**config.mk**
```make
export PLATFORM = sky130hd
export DESIGN_NAME = exu_div_seq
export DESIGN_NICKNAME = d
export VERILOG_FILES = /design/src/rtl/exu_pkg.sv /design/src/rtl/exu_port_mux.sv /design/src/rtl/exu_div_seq.sv
export SDC_FILE = /design/constraint.sdc
export NUM_CORES = 1
export LEC_CHECK = 0
export ABC_AREA = 1
export CAP_MARGIN = 20
export CORE_MARGIN = 3
export CORE_UTILIZATION = 35
export DETAILED_ROUTE_END_ITERATION = 16
export HOLD_SLACK_MARGIN = 0.15
export PLACE_DENSITY = 0.75
export SYNTH_ARGS = -nofsm -noshare
export SYNTH_HDL_FRONTEND = slang
export SYNTH_SLANG_ARGS = --single-unit
```
**constraint.sdc**
```tcl
create_clock -name clk -period 6.06 [get_ports clk]
set_input_delay 1.818 -clock clk [delete_from_list [all_inputs] [get_ports clk]]
set_output_delay 1.818 -clock clk [all_outputs]
set_load 0.01 [all_outputs]
```
**src/rtl/exu_pkg.sv**
```systemverilog
// Shared EXU definitions: fixed divide-sequence opcodes, flag bit positions
// and the divide sequencer state encoding.
package exu_pkg;

    localparam logic [15:0] OP_DIV0U = 16'h0019;
    localparam logic [15:0] OP_DIV0S = 16'h2127;
    localparam logic [15:0] OP_ROTCL = 16'h4024;
    localparam logic [15:0] OP_DIV1  = 16'h3124;

    // Flag vector layout is {M, Q, S, T}.
    localparam int unsigned FLG_M = 3;
    localparam int unsigned FLG_Q = 2;
    localparam int unsigned FLG_S = 1;
    localparam int unsigned FLG_T = 0;

    typedef enum logic [2:0] {IDLE, ROT, DIV, FIN, DONE} div_state_e;

endpackage

```
**src/rtl/exu_port_mux.sv**
```systemverilog
// Issue-port arbiter: the divide sequencer owns the EXU port whenever it is
// active or claiming the port for a start; otherwise pipeline ops pass through.
module exu_port_mux (
    input  logic        seq_sel,
    input  logic        pipe_valid,
    input  logic [15:0] pipe_raw,
    input  logic [31:0] pipe_opl,
    input  logic [31:0] pipe_oph,
    input  logic [3:0]  pipe_flags,
    input  logic        seq_valid,
    input  logic [15:0] seq_raw,
    input  logic [31:0] seq_opl,
    input  logic [31:0] seq_oph,
    input  logic [3:0]  seq_flags,
    output logic        pipe_ready,
    output logic        ex_valid,
    output logic [15:0] ex_raw,
    output logic [31:0] ex_opl,
    output logic [31:0] ex_oph,
    output logic [3:0]  ex_flags
);

    // Select the issue source; the pipeline is stalled while the sequencer owns the port.
    always_comb begin
        pipe_ready = ~seq_sel;
        if (seq_sel) begin
            ex_valid = seq_valid;
            ex_raw   = seq_raw;
            ex_opl   = seq_opl;
            ex_oph   = seq_oph;
            ex_flags = seq_flags;
        end else begin
            ex_valid = pipe_valid;
            ex_raw   = pipe_raw;
            ex_opl   = pipe_opl;
            ex_oph   = pipe_oph;
            ex_flags = pipe_flags;
        end
    end

endmodule

```
**src/rtl/exu_div_seq.sv**
```systemverilog
// 64/32 divide macro-sequencer sharing the EXU issue port with the pipeline.
// Drives DIV0x, then STEPS x (ROTCL lo; DIV1 dvs,hi), then a final ROTCL lo,
// and returns quotient, raw partial remainder and flags.
module exu_div_seq
    import exu_pkg::*;
#(
    parameter int unsigned STEPS = 32,
    parameter int unsigned CW    = 6
) (
    input  logic        clk,
    input  logic        rst_n,
    input  logic        flush,
    input  logic        pipe_valid,
    input  logic [15:0] pipe_raw,
    input  logic [31:0] pipe_opl,
    input  logic [31:0] pipe_oph,
    input  logic [3:0]  pipe_flags,
    output logic        pipe_ready,
    input  logic        div_start,
    input  logic        div_signed,
    input  logic [31:0] div_hi,
    input  logic [31:0] div_lo,
    input  logic [31:0] div_dvs,
    input  logic [3:0]  div_flags,
    output logic        div_busy,
    output logic        done_valid,
    output logic [31:0] done_quot,
    output logic [31:0] done_rem,
    output logic [3:0]  done_flags,
    output logic        ex_valid,
    output logic [15:0] ex_raw,
    output logic [31:0] ex_opl,
    output logic [31:0] ex_oph,
    output logic [3:0]  ex_flags,
    input  logic [3:0]  ex_out_flags,
    input  logic [31:0] ex_out_wdata
);

    localparam logic [CW-1:0] LastCnt = CW'(STEPS - 1);

    div_state_e    state_q, state_d;
    logic [CW-1:0] cnt_q, cnt_d;
    logic [31:0]   hi_q, hi_d, lo_q, lo_d, dvs_q, dvs_d;
    logic [3:0]    flg_q, flg_d;
    logic          done_valid_q, done_valid_d;
    logic [31:0]   done_quot_q, done_quot_d, done_rem_q, done_rem_d;
    logic [3:0]    done_flags_q, done_flags_d;

    logic          start_go;
    logic          seq_sel;
    logic          seq_valid;
    logic [15:0]   seq_raw;
    logic [31:0]   seq_opl, seq_oph;
    logic [3:0]    seq_flags;

    // A flush in the start cycle cancels the start and leaves the port to the pipeline.
    assign start_go = (state_q == IDLE) && div_start && !flush;
    assign seq_sel  = (state_q != IDLE) || start_go;

    // Sequencer op for the current state; DIV0x uses the raw div_* inputs.
    always_comb begin
        seq_valid = 1'b1;
        seq_raw   = OP_ROTCL;
        seq_opl   = '0;
        seq_oph   = lo_q;
        seq_flags = flg_q;
        unique case (state_q)
            IDLE: begin
                seq_raw   = div_signed ? OP_DIV0S : OP_DIV0U;
                seq_opl   = div_dvs;
                seq_oph   = div_hi;
                seq_flags = div_flags;
            end
            ROT, FIN: ;
            DIV: begin
                seq_raw = OP_DIV1;
                seq_opl = dvs_q;
                seq_oph = hi_q;
            end
            DONE:    seq_valid = 1'b0;
            default: seq_valid = 1'b0;
        endcase
    end

    // Next-state and datapath update; EXU write data is routed by state.
    always_comb begin
        state_d      = state_q;
        cnt_d        = cnt_q;
        hi_d         = hi_q;
        lo_d         = lo_q;
        dvs_d        = dvs_q;
        flg_d        = flg_q;
        done_valid_d = 1'b0;
        done_quot_d  = done_quot_q;
        done_rem_d   = done_rem_q;
        done_flags_d = done_flags_q;
        if (flush) begin
            state_d = IDLE;
            cnt_d   = '0;
        end else begin
            unique case (state_q)
                IDLE: begin
                    if (div_start) begin
                        hi_d    = div_hi;
                        lo_d    = div_lo;
                        dvs_d   = div_dvs;
                        flg_d   = ex_out_flags;
                        cnt_d   = '0;
                        state_d = ROT;
                    end
                end
                ROT: begin
                    lo_d    = ex_out_wdata;
                    flg_d   = ex_out_flags;
                    state_d = DIV;
                end
                DIV: begin
                    hi_d  = ex_out_wdata;
                    flg_d = ex_out_flags;
                    if (cnt_q == LastCnt) begin
                        cnt_d   = '0;
                        state_d = FIN;
                    end else begin
                        cnt_d   = cnt_q + CW'(1);
                        state_d = ROT;
                    end
                end
                FIN: begin
                    lo_d         = ex_out_wdata;
                    flg_d        = ex_out_flags;
                    done_quot_d  = ex_out_wdata;
                    done_rem_d   = hi_q;
                    done_flags_d = ex_out_flags;
                    done_valid_d = 1'b1;
                    state_d      = DONE;
                end
                DONE:    state_d = IDLE;
                default: state_d = IDLE;
            endcase
        end
    end

    // State, datapath and result registers.
    always_ff @(posedge clk or negedge rst_n) begin
        if (!rst_n) begin
            state_q      <= IDLE;
            cnt_q        <= '0;
            hi_q         <= '0;
            lo_q         <= '0;
            dvs_q        <= '0;
            flg_q        <= '0;
            done_valid_q <= 1'b0;
            done_quot_q  <= '0;
            done_rem_q   <= '0;
            done_flags_q <= '0;
        end else begin
            state_q      <= state_d;
            cnt_q        <= cnt_d;
            hi_q         <= hi_d;
            lo_q         <= lo_d;
            dvs_q        <= dvs_d;
            flg_q        <= flg_d;
            done_valid_q <= done_valid_d;
            done_quot_q  <= done_quot_d;
            done_rem_q   <= done_rem_d;
            done_flags_q <= done_flags_d;
        end
    end

    // A flush during DONE still suppresses the result strobe.
    assign done_valid = done_valid_q & ~flush;
    assign done_quot  = done_quot_q;
    assign done_rem   = done_rem_q;
    assign done_flags = done_flags_q;
    assign div_busy   = (state_q != IDLE);

    exu_port_mux u_port_mux (
        .seq_sel    (seq_sel),
        .pipe_valid (pipe_valid),
        .pipe_raw   (pipe_raw),
        .pipe_opl   (pipe_opl),
        .pipe_oph   (pipe_oph),
        .pipe_flags (pipe_flags),
        .seq_valid  (seq_valid),
        .seq_raw    (seq_raw),
        .seq_opl    (seq_opl),
        .seq_oph    (seq_oph),
        .seq_flags  (seq_flags),
        .pipe_ready (pipe_ready),
        .ex_valid   (ex_valid),
        .ex_raw     (ex_raw),
        .ex_opl     (ex_opl),
        .ex_oph     (ex_oph),
        .ex_flags   (ex_flags)
    );

    cnt_in_range_a: assert property (@(posedge clk) disable iff (!rst_n) cnt_q <= LastCnt);

endmodule

```
==> run summary <==
Top Ports = 382
synth unique cells = 21
clock power share = 24.5%
Slew Limit Headroom = 30.4%
max-cap violations = 0
Die Y = 171 um
Sw Share = 35.8%
Non-Filler Instances = 2093
drt pass-1 iters = 8
vias in the first global route = 10300
final-report hold violation count = 0
die area = 0.0293 mm2
Gate power share = 37.8%
CP max stage cell = clkdlybuf4s50_1
Num CTS Buffers = 17
Ys Warns = 0
pwr/cell area = 326 mW/mm2
max layer used = met5
Place WS = 427 ps
Crit. path cell count = 9
Post-synth ARST share = 100%
met2 routed WL = 17200 um
number of port buffers = 381
static leakage = 7.15 nW
most instantiated library cell after synthesis = nand2_1
R2R Setup Slk = 2010 ps
CP Capture Type = primary output
Synth area leaders = dfrtp_1 (47%), nand2_1 (25%), nand3_1 (7.5%)
footprint of the multi-input gates = 0.00441 mm2
min Tclk post-route = 5650 ps
hold_buf cts = 0
Core Util, Final = 53.8%
ANT nets after route = 0
Final nets = 1969
filler cell count = 2533
flops & latches, synth = 178
CTS tree = built
Area Overhead vs Synth = 49.0%
Setup crit start = flush
RSZ-0062 raised after global routing = no
first-pass GRT wire length = 56300 um
hold path cells = 2
layout cells sized above 1 = 4.16%
cell taking the most area after synthesis = dfrtp_1
htree depth = 4
Post-synth EDFFs = 0
Buf/Inv on CP = 5
root buffer cell = clkbuf_16
setup TNS = 0 ps
Die W = 171 um
Total Wirelength = 36700 um
GRT Total Usage = 24.4%
largest net degree at the start of global routing = 115
Seq/Total Area, Yosys = 46.7%
DRT iter0 DRCs = 780
mean post-synth cell area = 6.79 um2
cell count after placement = 2058
switching power = 1.66 mW
FF+latch area = 0.00446 mm2
Critical Path Fanout Max = 16
FF-to-FF path depth = 7
CP Data Arrival Time = 3830 ps
Placed Area = 0.0136 mm2
residual DRC count = 0
post-route total power = 4.64 mW
Skew-Pair Late Insertion Delay = 430 ps
cell area after synthesis = 0.00955 mm2
clk sink count = 178
vias per cell = 5.03
placer congestion estimate = 0.944
CP endpoint = ex_raw[14]
Worst Clk Skew = 14.6 ps
r2r startpoint = state_q[1]
initial antenna violation count = 3
R2R Path End = hi_q[6]
row cnt = 59
grt ovf = 0
crit-path max cell delay = 560 ps
Routed WL per cell = 17.5 um
delay-heaviest family, CP = buffers and inverters
fin worst setup slack = 408 ps
Worst Hold Class = register to register
fin crit share = 93.3%
HPWL Detailed = 26000 um
status = complete, no violations
sequential power share = 37.7%
CP Launch Type = input pin
Peak VDD IR = 176 uV
cell count after synthesis = 1406
met3 routed WL = 3190 um
crit-path cells = clkdlybuf4s50_1, inv_2, nand2_2, nand3_4, inv_2, buf_4, nand2_1, nand2_1, clkdlybuf4s50_1
WP data required = 4240 ps
core area = 0.0264 mm2
Hold WS = 472 ps
Slew @ Worst Pin = 1040 ps
post-CTS setup buffers = 0
CTS resizes = 0
post-route cell area = 0.0142 mm2
Slew Viols, Final = 0
post-synth top area share = 46.7%
Initial Util = 36.1%
critical path class = input pin to primary output
Reg clk slew, reported paths = 70 ps
clk buf depth = 2
P_int = 2.98 mW
most instantiated cells after synthesis = nand2_1 (639), dfrtp_1 (178), nor2_1 (150)
Post-synth top flop = dfrtp_1
syn nets = 1633
Final setup viols = 0
DRT met1 WL = 15100 um
Highest Clock Rate = 177 MHz
DR vias = 10500
[power groups by stage]
stage	Clock [mW]	Sequential [mW]	Combinational, mW
floorplan	0	1.79	0.734
global placement	0	1.75	1.73
detailed placement	0	1.76	1.76
CTS	1.16	1.75	1.77
global route	1.20	1.79	1.94
finish	1.14	1.75	1.75
[worst min-delay path by stage]
stage | startpoint | to | slack [ps]
after global routing | dvs_q[22] | dvs_q[22] | 490
after CTS | lo_q[27] | lo_q[27] | 480
final | lo_q[22] | lo_q[22] | 470
after global placement | dvs_q[9] | dvs_q[9] | 450
after floorplan | lo_q[0] | lo_q[0] | 440
after detailed placement | lo_q[27] | lo_q[27] | 460
[layout make-up]
class                           count  area share [%]
Clock buffer                       18            3.02
Clock inverter                     14            1.20
Antenna cell                        3          0.0528
Sequential cell                   178            31.3
Inverter                           87            2.30
Multi-Input combinational cell   1056            31.0
Timing Repair Buffer              402            28.2
Tap cell                          335            2.95
[layer usage]
metal / up-vias / track usage (%)
met4: 2 / 9.83
met1: 4857 / 31.2
li1: 5060 / -
met3: 73 / 5.45
met2: 536 / 40.4
met5: - / 0
[worst register-to-register path, stage by stage, from the launching register on]
cell and delay [ps]:
dfrtp_2 380, buf_4 460, nand3_2 220, nand2_2 670, nand3_2 1000, inv_2 1010, nand2_1 150, nand2_1 90
[flip-flops by register name, summed over array words and instances, names as in the netlist]
register      count
cnt_q             6
done_flags        4
done_quot        32
done_rem         32
done_valid_q      1
dvs_q            32
flg_q             4
hi_q             32
lo_q             32
state_q           3
[layout by cell type, fill, tap and decap left out, drive strengths merged]
| cell type | count |
|---|---|
| clkbuf | 19 |
| bufinv | 1 |
| clkinv | 7 |
| ha | 1 |
| clkinvlp | 1 |
| nand3b | 1 |
| inv | 92 |
| diode | 3 |
| dfrtp | 178 |
| nor2 | 152 |
| nand2 | 642 |
| a21oi | 7 |
| o21ai | 70 |
| nand3 | 146 |
| clkdlybuf4s50 | 380 |
| nand4 | 35 |
| xor2 | 2 |
| buf | 21 |
[cells by family after synthesis]
family                   synth area share [%]
AND/OR/NAND/NOR                          41.6
flip-flops                               46.7
buffers and inverters                    7.41
AO/OA/AOI/OAI                            4.04
XOR/XNOR                                0.184
adder cells (fa/ha/maj)                 0.131
Note: power is estimated with default switching activity, not from simulation.
